--- config.mk ---
export PLATFORM = sky130hd
export DESIGN_NAME = decrypt_run_ctrl
export DESIGN_NICKNAME = d
export VERILOG_FILES = /design/src/rtl/decrypt_run_ctrl.sv
export SDC_FILE = /design/constraint.sdc
export NUM_CORES = 1
export LEC_CHECK = 0
export CAP_MARGIN = 0
export CELL_PAD_IN_SITES_DETAIL_PLACEMENT = 0
export CELL_PAD_IN_SITES_GLOBAL_PLACEMENT = 2
export CORE_MARGIN = 4
export CORE_UTILIZATION = 37
export CTS_CLUSTER_SIZE = 8
export DETAILED_ROUTE_END_ITERATION = 8
export PLACE_DENSITY_LB_ADDON = 0.1
export SLEW_MARGIN = 25
export SYNTH_ARGS = -nofsm -noshare
export SYNTH_HDL_FRONTEND = slang
export SYNTH_SLANG_ARGS = --single-unit
--- constraint.sdc ---
create_clock -name clk -period 11.05 [get_ports clk]
set_input_delay 1.6575 -clock clk [delete_from_list [all_inputs] [get_ports clk]]
set_output_delay 1.6575 -clock clk [all_outputs]
set_load 0.01 [all_outputs]
--- src/rtl/decrypt_run_ctrl.sv ---
// decrypt_run_ctrl: on a go pulse, runs the decrypt core NUM_RUNS times,
// timing each run and capturing its result word and timeout flag.
//
// Ports:
//   clk, rst          clock, async active-high reset
//   go                1-cycle session start (ignored while busy)
//   busy, done        session in progress / 1-cycle completion pulse
//   core_start        1-cycle start pulse to the core
//   core_finish       core finish level (rising edge ends a run)
//   core_data         core result, sampled on the finish edge
//   rd_idx            per-run result select
//   rd_lat/rd_data/rd_tout  latency, result, timeout of run rd_idx
//   lat_min/lat_max/lat_sum session latency statistics
//
// Build option: define DECRYPT_RUN_STATS_EN to enable the statistics
// registers; otherwise lat_min/lat_max/lat_sum are tied to zero.

module decrypt_run_ctrl #(
  parameter int DATA_W   = 1,
  parameter int NUM_RUNS = 4,
  parameter int CYC_W    = 24,
  parameter int TIMEOUT  = 2**20,
  parameter int GAP_CYC  = 2,
  localparam int IDX_W   = (NUM_RUNS > 1) ? $clog2(NUM_RUNS) : 1,
  localparam int SUM_W   = CYC_W + $clog2(NUM_RUNS) + 1,
  localparam int GAP_W   = (GAP_CYC > 1) ? $clog2(GAP_CYC) : 1
) (
  input  logic              clk,
  input  logic              rst,
  input  logic              go,
  output logic              busy,
  output logic              done,
  output logic              core_start,
  input  logic              core_finish,
  input  logic [DATA_W-1:0] core_data,
  input  logic [IDX_W-1:0]  rd_idx,
  output logic [CYC_W-1:0]  rd_lat,
  output logic [DATA_W-1:0] rd_data,
  output logic              rd_tout,
  output logic [CYC_W-1:0]  lat_min,
  output logic [CYC_W-1:0]  lat_max,
  output logic [SUM_W-1:0]  lat_sum
);

  typedef enum logic [2:0] {
    S_IDLE,
    S_START,
    S_WAIT,
    S_GAP,
    S_DONE
  } state_t;

  state_t state_q, state_d;

  logic [IDX_W-1:0]  run_q;
  logic [CYC_W-1:0]  cnt_q;
  logic [CYC_W-1:0]  cnt_inc;
  logic [GAP_W-1:0]  gap_q;
  logic              finish_q;

  logic [CYC_W-1:0]  lat_q  [NUM_RUNS];
  logic [DATA_W-1:0] data_q [NUM_RUNS];
  logic              tout_q [NUM_RUNS];

  logic fin_rise;
  logic tmo;
  logic rec;
  logic last_run;
  logic gap_end;
  logic sess_go;

  assign cnt_inc  = cnt_q + 1'b1;
  // Only a fresh 0->1 transition ends a run; a level left high
  // by the previous run is not a finish.
  assign fin_rise = core_finish & ~finish_q;
  assign tmo      = (cnt_inc == CYC_W'(TIMEOUT));
  assign rec      = (state_q == S_WAIT) & (fin_rise | tmo);
  assign last_run = (run_q == IDX_W'(NUM_RUNS - 1));
  assign gap_end  = (gap_q == GAP_W'(GAP_CYC - 1));
  assign sess_go  = (state_q == S_IDLE) & go;

  always_ff @(posedge clk or posedge rst) begin
    if (rst) state_q <= S_IDLE;
    else     state_q <= state_d;
  end

  always_comb begin
    state_d    = state_q;
    core_start = 1'b0;
    done       = 1'b0;
    unique case (state_q)
      S_IDLE:  if (go) state_d = S_START;
      S_START: begin
        core_start = 1'b1;
        state_d    = S_WAIT;
      end
      S_WAIT:  if (rec) state_d = last_run ? S_DONE : S_GAP;
      S_GAP:   if (gap_end) state_d = S_START;
      S_DONE: begin
        done    = 1'b1;
        state_d = S_IDLE;
      end
      default: state_d = S_IDLE;
    endcase
  end

  always_ff @(posedge clk or posedge rst) begin
    if (rst) begin
      busy     <= 1'b0;
      run_q    <= '0;
      cnt_q    <= '0;
      gap_q    <= '0;
      finish_q <= 1'b0;
      for (int i = 0; i < NUM_RUNS; i++) begin
        lat_q[i]  <= '0;
        data_q[i] <= '0;
        tout_q[i] <= 1'b0;
      end
    end else begin
      finish_q <= core_finish;
      if (sess_go) begin
        busy  <= 1'b1;
        run_q <= '0;
        for (int i = 0; i < NUM_RUNS; i++) begin
          lat_q[i]  <= '0;
          data_q[i] <= '0;
          tout_q[i] <= 1'b0;
        end
      end
      if (state_q == S_DONE) busy <= 1'b0;
      if (state_q == S_START) begin
        cnt_q <= '0;
        gap_q <= '0;
      end
      if (state_q == S_WAIT) cnt_q <= cnt_inc;
      // On a timeout cnt_inc equals TIMEOUT, so one latency path
      // covers edge, timeout and the tie between them.
      if (rec) begin
        lat_q[run_q]  <= cnt_inc;
        data_q[run_q] <= fin_rise ? core_data : '0;
        tout_q[run_q] <= ~fin_rise;
      end
      if (state_q == S_GAP) begin
        gap_q <= gap_q + 1'b1;
        if (gap_end) run_q <= run_q + 1'b1;
      end
    end
  end

  always_comb begin
    rd_lat  = '0;
    rd_data = '0;
    rd_tout = 1'b0;
    if (32'(rd_idx) < NUM_RUNS) begin
      rd_lat  = lat_q[rd_idx];
      rd_data = data_q[rd_idx];
      rd_tout = tout_q[rd_idx];
    end
  end

`ifdef DECRYPT_RUN_STATS_EN
  logic [CYC_W-1:0] min_q;
  logic [CYC_W-1:0] max_q;
  logic [SUM_W-1:0] sum_q;

  always_ff @(posedge clk or posedge rst) begin
    if (rst) begin
      min_q <= '0;
      max_q <= '0;
      sum_q <= '0;
    end else if (sess_go) begin
      min_q <= '1;
      max_q <= '0;
      sum_q <= '0;
    end else if (rec) begin
      if (cnt_inc < min_q) min_q <= cnt_inc;
      if (cnt_inc > max_q) max_q <= cnt_inc;
      sum_q <= sum_q + SUM_W'(cnt_inc);
    end
  end

  assign lat_min = min_q;
  assign lat_max = max_q;
  assign lat_sum = sum_q;
`else
  assign lat_min = '0;
  assign lat_max = '0;
  assign lat_sum = '0;
`endif

endmodule

# --- After elaboration in Yosys (flattened, before gate mapping) ---
# Cells that the tools add are included.
classes:
  addsub: 3
  magnitude_cmp: 3
  n_eq_ne: 9
  mux: 39
  n_bitwise: 8
  reduce_logical: 6
ops:
  columns: ["cell", "n"]
  rows:
  - ["two-way mux 96 bit", 2]
  - ["two-way mux 24 bit", 5]
  - ["bitwise mux 96 bit", 1]
  - ["binary-select mux 24 bit (select 2 bit)", 1]
  - ["demux 24 bit (select 2 bit)", 1]
  - ["adder 24 x 1 -> 24 bit, second input constant", 1]
  - ["equality test 24 x 21 -> 1 bit, second input constant", 1]
  - ["two-way mux 4 bit", 4]
  - ["two-way mux 1 bit", 12]
  - ["two-way mux 3 bit", 4]
  - ["case mux 3 bit (4 select lines)", 1]
  - ["bitwise mux 4 bit", 2]
  - ["equality test 3 x 2 -> 1 bit, second input constant", 2]
  - [">= comparator 3 bit, second input constant", 2]
  - ["two-way mux 2 bit", 3]
  - ["!= test 2 bit, second input constant", 3]
  - ["inverter 2 -> 3 bit", 2]
  - ["nonzero test 2 bit", 3]
  - ["binary-select mux 1 bit (select 2 bit)", 2]
  - ["bitwise AND 1 bit", 3]
  - ["equality test 3 x 1 -> 1 bit, second input constant", 1]
  - ["equality test 3 bit, second input constant", 1]
  - ["logical NOT 3 bit", 1]
  - ["< comparator 3 x 1 -> 1 bit, second input constant", 1]
  - ["other kinds (8)", 9]
totals:
  reg_bits: 136
  inputBits: 7
  output_inout_bits: 104
  word_cells: 86

# --- Longest topological paths before layout ---
# Gate-level depths: netlist of the first run.
logic_depth:
  word_depth: 7
  mapped_depth: 12
  depth_no_buf: 9

# --- Least setup slack after synthesis of the first run ---
# Ideal clock, no wire load.
synth_timing:
  kind: "input-to-output"
  from: "input port rd_idx[0]"
  to: "output port rd_lat[10]"
  t_arrival_ps: 3201
  required_time_ps: 9392
  slack_ps: 6191
  cell_stages: 3
  path_buffers: 2
  cell_sequence: "clkbuf_1 -> buf_1 -> mux4_2"
synth_via:
  elab_chain_cells: 4
synth_rtl:
  columns: ["item", "line", "text"]
  rows:
  - ["from (decl)", "36", "input logic [IDX_W-1:0] rd_idx,"]
  - ["inverter 2 -> 3 bit (not written as such)", "155", "rd_lat = lat_q[rd_idx];"]
  - ["binary-select mux 24 bit (select 2 bit)", "155", null]
  - ["two-way mux 24 bit (not written as such) (2 in a row)", "155", null]
  - ["to (decl)", "37", "output logic [CYC_W-1:0] rd_lat,"]
# No other way between the ends. The select of a mux whose other input is x is not followed.

# --- Worst setup path in the final report of the first run ---
layout_timing:
  from: "input port rd_idx[1]"
  to: "output port rd_tout"
layout_via:
  elab_chain_cells: 4
layout_rtl:
  columns: ["item", "line", "text"]
  rows:
  - ["inverter 2 -> 3 bit (not written as such)", "157", "rd_tout = tout_q[rd_idx];"]
  - ["binary-select mux 1 bit (select 2 bit)", "157", null]
  - ["two-way mux 1 bit (not written as such) (2 in a row)", "157", null]
  - ["to (decl)", "39", "output logic rd_tout,"]
# No other way between the ends. The select of a mux whose other input is x is not followed.

==> results of run 1 <==
-- cell families after synthesis --
family          after synthesis
fa+ha+maj                     6
compound gates              152
other cells                   1
simple gates                287
buf+inv                     131
flops                       136
mux                          34
xor+xnor                     23
-- path summary, 6_finish.rpt --
path	from	to	slack [ns]	cells after the start
worst min register to register	lat_q[1]	lat_q[1]	0.52	2
worst max-delay path	rd_idx[1]	rd_tout	5.83	4
worst min-delay path	lat_q[1]	lat_q[1]	0.52	2
min in group asynchronous	rst	lat_q[80]	1.76	2
worst max register to register	cnt_q[0]	lat_q[76]	6.45	9
max in group asynchronous	rst	lat_q[55]	8.04	3
-- where the power goes --
part	internal (mW)	switching (mW)
logic	0.105	0.206
registers	0.542	0.0449
clock network	0.324	0.233
-- area by class of cell --
| class | instances | area share [%] |
|---|---|---|
| Multi-Input combinational cell | 577 | 42.27 |
| Sequential cell | 136 | 41.51 |
| Clock buffer | 20 | 5.570 |
| Timing Repair Buffer | 41 | 4.761 |
| Tap cell | 265 | 4.044 |
| Clock inverter | 12 | 1.419 |
| Inverter | 8 | 0.4273 |
-- cell usage after synthesis, drive strengths merged (2+ instances only) --
cell type and n:
dfrtp 136, xnor2 11, o41ai 2, a21boi 5, o31ai 4, nand3 20
ha 6, o311ai 2, buf 93, clkbuf 30, and3 8, nand2 193
a22o 10, a21oi 4, nand4 7, nor2 28, xor2 12, and4 2
mux4 26, or2 2, mux2i 6, mux2 2, o21ai 93, and2 4
nand2b 4, o2bb2ai 8, nor3 7, o22ai 20, nor4 3, nand3b 2
inv 8, or4 3
-- critical path, stage by stage --
cell	delay, ns
sky130_fd_sc_hd__clkdlybuf4s50_1	0.46
sky130_fd_sc_hd__buf_4	0.38
sky130_fd_sc_hd__mux4_2	0.56
sky130_fd_sc_hd__clkdlybuf4s50_1	0.49
-- flip-flops by register name, indices dropped and copies added (netlist names) --
register / flops
busy: 1
run_q: 2
state_q: 3
lat_q: 96
cnt_q: 24
gap_end: 1
finish_q: 1
data_q: 4
tout_q: 4
-- per-layer routing --
metal / GRT usage (%) / up-vias / share of wire, %
met1: 25.33 / 2776 / 47
met2: 28.41 / 149 / 47
li1: - / 2523 / -
met3: 3.150 / 21 / 4.2
met5: 0 / - / 0
met4: 5.764 / 0 / 1.8
-- metrics by stage --
| stage | setup slack, ns | utilization (%) | cell area (sq um) | instances |
|---|---|---|---|---|
| global placement | 5.842 | 38.93 | 7626 | 1027 |
| detailed placement | 5.818 | 38.93 | 7626 | 1027 |
| CTS | 5.809 | 41.85 | 8199 | 1059 |
| floorplan | 5.753 | - | 7719 | 844 |
| finish | 5.830 | 41.85 | 8199 | 1059 |
| global route | 5.743 | 41.85 | 8199 | 1059 |
==> report_table.html, run 1 <==
<table>
<tr><th>Metric</th><th>Value</th></tr>
<tr><th colspan="2">CTS</th></tr>
<tr><td>Post-cts repair resize count</td><td>0</td></tr>
<tr><td>Number of buffers inserted during clock tree synthesis</td><td>17</td></tr>
<tr><td>Clock-pin slew reported for the worst setup and hold paths after clock tree synthesis</td><td>about 0.06 ns</td></tr>
<tr><td>Number of buffers on the longest clock path</td><td>2</td></tr>
<tr><td>Clock tree from TritonCTS</td><td>built</td></tr>
<tr><td>Worst-Skew Late Latency</td><td>0.43 ns</td></tr>
<tr><td>Clock root buffer</td><td>sky130_fd_sc_hd__clkbuf_16</td></tr>
<tr><td>Number of clock sinks</td><td>136</td></tr>
<tr><td>Hold-fix buffer count after cts</td><td>0</td></tr>
<tr><td>H-tree levels</td><td>4</td></tr>
<tr><td>Setup Fix Bufs, Post-CTS</td><td>0</td></tr>
<tr><th colspan="2">Floorplan</th></tr>
<tr><td>Die boundary height</td><td>149.8 um</td></tr>
<tr><td>Area of the core</td><td>0.01959 sq mm</td></tr>
<tr><td>Area of the die</td><td>0.02244 sq mm</td></tr>
<tr><td>Width of the die</td><td>between 100 and 150 um</td></tr>
<tr><td>IO Count</td><td>roughly 110</td></tr>
<tr><td>Row count</td><td>between 50 and 60</td></tr>
<tr><td>Starting density of the core</td><td>37.98%</td></tr>
<tr><th colspan="2">Worst setup path</th></tr>
<tr><td>Arr. time, crit path</td><td>3.56 ns</td></tr>
<tr><td>Endpoint kind of the worst setup timing path</td><td>output pin</td></tr>
<tr><td>Required time of the critical path</td><td>9.39 ns</td></tr>
<tr><td>Largest fanout on the critical path</td><td>26</td></tr>
<tr><td>CP Class</td><td>in2out</td></tr>
<tr><td>Critical Path Source Type</td><td>primary input</td></tr>
<tr><th colspan="2">Outcome</th></tr>
<tr><td>Run status</td><td>complete, no violations</td></tr>
<tr><th colspan="2">Yosys</th></tr>
<tr><td>Largest area contributor in the synthesized netlist</td><td>sky130_fd_sc_hd__dfrtp_1</td></tr>
<tr><td>Synth top area share</td><td>45.74%</td></tr>
<tr><td>Synthesized area</td><td>0.007441 sq mm</td></tr>
<tr><td>Multiplexer area fraction after synthesis</td><td>~9.0%</td></tr>
<tr><td>Xor/xnor cell area share of the yosys netlist</td><td>2.707%</td></tr>
<tr><td>Share of the yosys chip area belonging to registers</td><td>~46%</td></tr>
<tr><td>Number of warning messages in the yosys log</td><td>0</td></tr>
<tr><td>Post-synthesis sequential element count</td><td>136</td></tr>
<tr><td>Compound-gate portion of the synthesized area</td><td>12.91%</td></tr>
<tr><td>Cell count after synthesis</td><td>770</td></tr>
<tr><td>Largest family of logic cells by synthesized area</td><td>simple AND/OR/NAND/NOR gates</td></tr>
<tr><td>Share of synthesized cell area in and, or, nand and nor gates</td><td>17.13%</td></tr>
<tr><td>Average cell area after synthesis</td><td>9.663 sq um</td></tr>
<tr><td>Main flop type after synthesis</td><td>sky130_fd_sc_hd__dfrtp_1</td></tr>
<tr><td>EDFF count, synth</td><td>0</td></tr>
<tr><td>Area share of fa/ha/maj cells after synthesis</td><td>1.009%</td></tr>
<tr><td>Leading post-synthesis cells by cell area</td><td>sky130_fd_sc_hd__dfrtp_1 46%, sky130_fd_sc_hd__nand2_1 9.7%, sky130_fd_sc_hd__mux4_2 7.9%</td></tr>
<tr><td>Post-synth ARST share</td><td>100.0%</td></tr>
<tr><td>Count of cell types in the netlist</td><td>57</td></tr>
<tr><th colspan="2">Timing</th></tr>
<tr><td>Slew headroom</td><td>35.02%</td></tr>
<tr><td>Max-slew violations</td><td>0</td></tr>
<tr><td>Minimum period implied by the final worst setup slack</td><td>roughly 5.2 ns</td></tr>
<tr><td>RSZ-0062 raised after global routing</td><td>no</td></tr>
<tr><td>Worst hold slack</td><td>0.5172 ns</td></tr>
<tr><td>Count of final setup violators</td><td>0</td></tr>
<tr><td>Actual transition at the worst max-transition pin</td><td>between 0.9 and 1 ns</td></tr>
<tr><td>Period utilisation layout</td><td>47.24%</td></tr>
<tr><td>Number of hold-slack violations in the final timing report</td><td>0</td></tr>
<tr><td>Clock Skews</td><td>0.01259 ns</td></tr>
<tr><td>Setup tns final</td><td>0 ns</td></tr>
<tr><td>Maximum clock rate</td><td>roughly 0.19 GHz</td></tr>
<tr><th colspan="2">GRT</th></tr>
<tr><td>Vias in the first global route</td><td>about 5400</td></tr>
<tr><td>GRT Residual Overflow</td><td>0</td></tr>
<tr><td>Wire length of the first global-routing pass</td><td>31310 um</td></tr>
<tr><td>Pin count of the biggest net entering global routing</td><td>88</td></tr>
<tr><td>Initial antenna violation count</td><td>0</td></tr>
<tr><td>Total global-route track usage</td><td>18.00%</td></tr>
<tr><th colspan="2">Power and ir drop</th></tr>
<tr><td>Peak supply drop</td><td>approximately 0.00011 V</td></tr>
<tr><td>Power consumption</td><td>1.454 mW</td></tr>
<tr><td>Static leakage</td><td>about 3.5 nW</td></tr>
<tr><td>Areal power density over the cells</td><td>177.4 mW/mm^2</td></tr>
<tr><th colspan="2">Hold path</th></tr>
<tr><td>Hold WC Path Type</td><td>reg2reg</td></tr>
<tr><th colspan="2">Placement</th></tr>
<tr><td>Routability congestion estimate from global placement</td><td>0.7633</td></tr>
<tr><td>Input/output buffers</td><td>35</td></tr>
<tr><td>Total half-perimeter wirelength after legalization and detailed placement</td><td>12530 um</td></tr>
<tr><th colspan="2">Final layout</th></tr>
<tr><td>Commonest cells after routing, fill and taps aside</td><td>193 x sky130_fd_sc_hd__nand2_1, 136 x sky130_fd_sc_hd__dfrtp_1, 84 x sky130_fd_sc_hd__o21ai_0</td></tr>
<tr><td>FF+latch area</td><td>0.003403 sq mm</td></tr>
<tr><td>Commonest non-fill, non-tap cell in the layout</td><td>sky130_fd_sc_hd__nand2_1</td></tr>
<tr><td>Combined area of the multi-input logic cells</td><td>between 0.003 and 0.004 sq mm</td></tr>
<tr><td>Inserted Diodes</td><td>0</td></tr>
<tr><td>Area growth syn-to-layout</td><td>10.19%</td></tr>
<tr><td>Fraction of layout cells with a size suffix above 1</td><td>10.20%</td></tr>
<tr><td>Number of fill cells in the layout</td><td>around 1900</td></tr>
<tr><td>Final-stage net count</td><td>about 800</td></tr>
<tr><th colspan="2">Drt</th></tr>
<tr><td>Via Count</td><td>5469</td></tr>
<tr><td>Routed vias/inst</td><td>5.164</td></tr>
<tr><td>DRC violations left</td><td>0</td></tr>
<tr><td>DRC violation total after the first TritonRoute iteration</td><td>approximately 330</td></tr>
<tr><td>Aggregate routed wire length</td><td>19350 um</td></tr>
<tr><td>Pre-Repair DR Iteration Count</td><td>5</td></tr>
<tr><td>Number of routed nets with antenna violations</td><td>0</td></tr>
<tr><td>Average wire per standard cell</td><td>18.27 um</td></tr>
<tr><th colspan="2">Flow run</th></tr>
<tr><td>Max_cap viols</td><td>0</td></tr>
</table>
No activity file was read; power rests on OpenSTA's default activity.
==> inputs of run 2 (changes only) <==
--- a/config.mk
+++ b/config.mk
@@ -9,7 +9,7 @@
 export CELL_PAD_IN_SITES_DETAIL_PLACEMENT = 0
 export CELL_PAD_IN_SITES_GLOBAL_PLACEMENT = 2
 export CORE_MARGIN = 4
-export CORE_UTILIZATION = 37
+export CORE_UTILIZATION = 34
 export CTS_CLUSTER_SIZE = 8
 export DETAILED_ROUTE_END_ITERATION = 8
 export PLACE_DENSITY_LB_ADDON = 0.1
==> constraint.sdc (replaced) <==
create_clock -name clk -period 5.2 [get_ports clk]
set_input_delay 0.78 -clock clk [delete_from_list [all_inputs] [get_ports clk]]
set_output_delay 0.78 -clock clk [all_outputs]
set_load 0.01 [all_outputs]
==> report_table.html, run 2 (synthesis gave the netlist of run 1 again) <==
<table>
<tr><th>Metric</th><th>Value</th></tr>
<tr><th colspan="2">Outcome</th></tr>
<tr><td>Run status</td><td>complete, no violations (unchanged)</td></tr>
<tr><th colspan="2">Timing</th></tr>
<tr><td>Number of hold-slack violations in the final timing report</td><td>0 (unchanged)</td></tr>
<tr><td>Clock Skews</td><td>0.01294 ns (was 0.01259 ns)</td></tr>
<tr><td>Actual transition at the worst max-transition pin</td><td>0.9707 ns (was 0.9725 ns)</td></tr>
<tr><td>RSZ-0062 raised after global routing</td><td>no (unchanged)</td></tr>
<tr><td>Minimum period implied by the final worst setup slack</td><td>4.214 ns</td></tr>
<tr><td>Max-slew violations</td><td>0 (unchanged)</td></tr>
<tr><td>Worst path setup slack after routing</td><td>0.9861 ns (was 5.830 ns)</td></tr>
<tr><td>Setup tns final</td><td>0 ns (unchanged)</td></tr>
<tr><td>Count of final setup violators</td><td>0 (unchanged)</td></tr>
<tr><td>Slew headroom</td><td>35.09% (was 35.02%)</td></tr>
<tr><td>Period utilisation layout</td><td>approximately four fifths</td></tr>
<tr><td>Maximum clock rate</td><td>~0.24 GHz</td></tr>
<tr><th colspan="2">Drt</th></tr>
<tr><td>DRC violations left</td><td>0 (unchanged)</td></tr>
<tr><td>DRC violation total after the first TritonRoute iteration</td><td>299 (was 333)</td></tr>
<tr><td>Average wire per standard cell</td><td>18.92 um (was 18.27 um)</td></tr>
<tr><td>Via Count</td><td>5427 (was 5469)</td></tr>
<tr><td>Routed vias/inst</td><td>5.048 (was 5.164)</td></tr>
<tr><td>Number of routed nets with antenna violations</td><td>0 (unchanged)</td></tr>
<tr><td>Aggregate routed wire length</td><td>20340 um (was 19350 um)</td></tr>
<tr><td>Pre-Repair DR Iteration Count</td><td>6 (was 5)</td></tr>
<tr><th colspan="2">Final layout</th></tr>
<tr><td>Max reg flops</td><td>96 (unchanged)</td></tr>
<tr><td>Area growth syn-to-layout</td><td>11.97% (was 10.19%)</td></tr>
<tr><td>Leading registers by flop count</td><td>lat_q (96), cnt_q (24) (unchanged)</td></tr>
<tr><td>FF+latch area</td><td>0.003403 sq mm (unchanged)</td></tr>
<tr><td>Final-stage net count</td><td>800 (was 794)</td></tr>
<tr><td>Commonest non-fill, non-tap cell in the layout</td><td>sky130_fd_sc_hd__nand2_1 (unchanged)</td></tr>
<tr><td>Inserted Diodes</td><td>0 (unchanged)</td></tr>
<tr><td>Number of fill cells in the layout</td><td>2094 (was 1923)</td></tr>
<tr><td>Largest register by flop count</td><td>lat_q (unchanged)</td></tr>
<tr><td>Fraction of layout cells with a size suffix above 1</td><td>11.00% (was 10.20%)</td></tr>
<tr><td>Combined area of the multi-input logic cells</td><td>0.003468 sq mm (was 0.003466 sq mm)</td></tr>
<tr><td>Commonest cells after routing, fill and taps aside</td><td>193 x sky130_fd_sc_hd__nand2_1, 136 x sky130_fd_sc_hd__dfrtp_1, 84 x sky130_fd_sc_hd__o21ai_0 (unchanged)</td></tr>
<tr><th colspan="2">GRT</th></tr>
<tr><td>Vias in the first global route</td><td>5544 (was 5438)</td></tr>
<tr><td>Total global-route track usage</td><td>17.00% (was 18.00%)</td></tr>
<tr><td>Pin count of the biggest net entering global routing</td><td>60 (was 88)</td></tr>
<tr><td>Wire length of the first global-routing pass</td><td>32200 um (was 31310 um)</td></tr>
<tr><td>GRT Residual Overflow</td><td>0 (unchanged)</td></tr>
<tr><td>Initial antenna violation count</td><td>0 (unchanged)</td></tr>
<tr><th colspan="2">Power and ir drop</th></tr>
<tr><td>Sequential share of power</td><td>38.7% (was 40.4%)</td></tr>
<tr><td>Clock network fraction of total power</td><td>40.2% (was 38.3%)</td></tr>
<tr><td>Internal power of the cells</td><td>2.191 mW (was 0.9711 mW)</td></tr>
<tr><td>Logic gate share of total power</td><td>21.1% (was 21.3%)</td></tr>
<tr><td>Static leakage</td><td>3.560 nW (was 3.488 nW)</td></tr>
<tr><td>Net switching fraction of the power</td><td>32.18% (was 33.24%)</td></tr>
<tr><td>Switch Pwr</td><td>1.040 mW (was 0.4834 mW)</td></tr>
<tr><td>Peak supply drop</td><td>0.0001936 V (was 0.0001103 V)</td></tr>
<tr><td>Areal power density over the cells</td><td>387.8 mW/mm^2 (was 177.4 mW/mm^2)</td></tr>
<tr><th colspan="2">Placement</th></tr>
<tr><td>Total half-perimeter wirelength after legalization and detailed placement</td><td>13590 um (was 12530 um)</td></tr>
<tr><td>Routability congestion estimate from global placement</td><td>0.7966 (was 0.7633)</td></tr>
<tr><td>Input/output buffers</td><td>35 (unchanged)</td></tr>
<tr><td>Place WS</td><td>0.9843 ns (was 5.818 ns)</td></tr>
<tr><th colspan="2">Worst setup path</th></tr>
<tr><td>CP max stage delay</td><td>0.80 ns (was 0.56 ns)</td></tr>
<tr><td>Worst reg2reg startpoint</td><td>cnt_q[0] (unchanged)</td></tr>
<tr><td>CP Class</td><td>reg2reg (was in2out)</td></tr>
<tr><td>Depth of the most critical reg-to-reg path</td><td>10 (was 9)</td></tr>
<tr><td>Cell chain of the critical path</td><td>ha_1, nand3_4, nor4_4, nand2_1, xor2_1, nand4bb_1, or4_1, a21boi_4, buf_4, o21ai_0 (was clkdlybuf4s50_1, buf_4, mux4_2, clkdlybuf4s50_1)</td></tr>
<tr><td>Register-to-register path setup slack</td><td>0.99 ns (was 6.45 ns)</td></tr>
<tr><td>Largest fanout on the critical path</td><td>14 (was 26)</td></tr>
<tr><td>CP max-delay cell</td><td>sky130_fd_sc_hd__or4_1 (was sky130_fd_sc_hd__mux4_2)</td></tr>
<tr><td>Arr. time, crit path</td><td>4.50 ns (was 3.56 ns)</td></tr>
<tr><td>Required time of the critical path</td><td>5.49 ns (was 9.39 ns)</td></tr>
<tr><td>End of the worst register-to-register path</td><td>lat_q[79] (was lat_q[76])</td></tr>
<tr><td>Critical Path Source Type</td><td>register (was primary input)</td></tr>
<tr><td>Endpoint kind of the worst setup timing path</td><td>register (was output pin)</td></tr>
<tr><th colspan="2">Flow run</th></tr>
<tr><td>Max_cap viols</td><td>0 (unchanged)</td></tr>
<tr><th colspan="2">Floorplan</th></tr>
<tr><td>Area of the core</td><td>0.02129 sq mm (was 0.01959 sq mm)</td></tr>
<tr><td>Starting density of the core</td><td>34.96% (was 37.98%)</td></tr>
<tr><td>Die boundary height</td><td>155.9 um (was 149.8 um)</td></tr>
<tr><td>IO Count</td><td>111 (unchanged)</td></tr>
<tr><td>Row count</td><td>53 (was 51)</td></tr>
<tr><td>Width of the die</td><td>155.9 um (was 149.8 um)</td></tr>
<tr><td>Area of the die</td><td>0.02432 sq mm (was 0.02244 sq mm)</td></tr>
<tr><th colspan="2">CTS</th></tr>
<tr><td>Number of buffers inserted during clock tree synthesis</td><td>17 (unchanged)</td></tr>
<tr><td>Hold-fix buffer count after cts</td><td>0 (unchanged)</td></tr>
<tr><td>Number of buffers on the longest clock path</td><td>2 (unchanged)</td></tr>
<tr><td>Post-cts repair resize count</td><td>0 (unchanged)</td></tr>
<tr><td>Clock root buffer</td><td>sky130_fd_sc_hd__clkbuf_16 (unchanged)</td></tr>
<tr><td>Clock-pin slew reported for the worst setup and hold paths after clock tree synthesis</td><td>0.06 ns (about the same)</td></tr>
<tr><td>Setup Fix Bufs, Post-CTS</td><td>0 (unchanged)</td></tr>
<tr><td>Worst-Skew Late Latency</td><td>0.42 ns (was 0.43 ns)</td></tr>
<tr><td>H-tree levels</td><td>4 (unchanged)</td></tr>
<tr><td>Number of clock sinks</td><td>136 (unchanged)</td></tr>
<tr><td>Clock tree from TritonCTS</td><td>built (unchanged)</td></tr>
<tr><th colspan="2">Hold path</th></tr>
<tr><td>Number of stages on the worst hold path</td><td>2 (unchanged)</td></tr>
<tr><td>Hold path startpoint</td><td>tout_q[2] (was lat_q[1])</td></tr>
<tr><td>Hold WC Path Type</td><td>reg2reg (unchanged)</td></tr>
<tr><td>Endpoint of the worst hold path</td><td>tout_q[2] (was lat_q[1])</td></tr>
</table>
==> run 2: cell types whose count changed in the layout (fill, tap and decap cells not counted) <==
| cell | before | now |
|---|---|---|
| sky130_fd_sc_hd__clkbuf_8 | 2 | 0 |
| sky130_fd_sc_hd__bufinv_16 | 1 | 4 |
| sky130_fd_sc_hd__inv_6 | 5 | 3 |
| sky130_fd_sc_hd__buf_2 | 1 | 0 |
| sky130_fd_sc_hd__nor2_1 | 28 | 27 |
| sky130_fd_sc_hd__clkinv_4 | 1 | 4 |
| sky130_fd_sc_hd__buf_6 | 0 | 1 |
| sky130_fd_sc_hd__clkinv_2 | 1 | 2 |
| sky130_fd_sc_hd__buf_4 | 6 | 11 |
| sky130_fd_sc_hd__nor2_2 | 0 | 1 |
| sky130_fd_sc_hd__buf_12 | 0 | 1 |
| sky130_fd_sc_hd__clkinvlp_4 | 5 | 2 |
==> run 2: per-stage QoR <==
stage | cell area, sq um | total power [mW] | hold WS (ns) | instances | utilization [%]
after floorplan | 7719 | 1.761 | 0.4633 | 844 | -
after global placement | 7691 | 1.950 | 0.4919 | 1042 | 36.13
after detailed placement | 7705 | 1.958 | 0.4945 | 1043 | 36.20
after CTS | 8332 | 3.270 | 0.5143 | 1075 | 39.14
after global routing | 8332 | 3.412 | 0.5318 | 1075 | 39.14
final | 8332 | 3.231 | 0.5096 | 1075 | 39.14
==> run 2: cell type report <==
| class | count | area share [%] |
|---|---|---|
| multi-input combinational | 577 | 41.63 |
| sequential | 136 | 40.85 |
| timing repair buffer | 47 | 5.451 |
| clock buffer | 18 | 5.151 |
| tap | 275 | 4.130 |
| clock inverter | 14 | 2.373 |
| inverter | 8 | 0.4205 |
==> run 2: power groups by stage <==
| stage | combinational (mW) | sequential (mW) | clock [mW] |
|---|---|---|---|
| global placement | 0.687 | 1.26 | 0 |
| global route | 0.770 | 1.27 | 1.38 |
| detailed placement | 0.691 | 1.27 | 0 |
| floorplan | 0.533 | 1.23 | 0 |
| finish | 0.682 | 1.25 | 1.30 |
| CTS | 0.691 | 1.25 | 1.33 |
==> run 2: how the worst max path moves through the flow <==
stage	from	endpoint	slack, ns	cells past startpoint
5_1_grt	cnt_q[3]	lat_q[85]	0.61	9
3_5_place_dp	cnt_q[0]	lat_q[85]	0.98	10
4_1_cts	cnt_q[0]	lat_q[79]	0.99	10
6_report	cnt_q[0]	lat_q[79]	0.99	10
2_1_floorplan	rst	busy	0.78	1
3_3_place_gp	cnt_q[3]	lat_q[79]	1.06	9
==> run 2: worst max-delay path: cells and delay by family (launching register included) <==
family / cells / cell delay [ns]
AND/OR/NAND/NOR: 5 / 1.66
AO/OA/AOI/OAI: 2 / 0.70
flip-flops: 1 / 0.49
adder cells (fa/ha/maj): 1 / 0.43
XOR/XNOR: 1 / 0.43
buffers and inverters: 1 / 0.35
==> run 2: layer usage <==
metal | global-route usage (%) | wire length [um] | vias up
met1 | 23.17 | 9200 | 2711
met4 | 5.169 | 399 | 0
met2 | 27.80 | 9870 | 152
li1 | - | - | 2537
met3 | 2.996 | 871 | 27
met5 | 0 | 0 | -
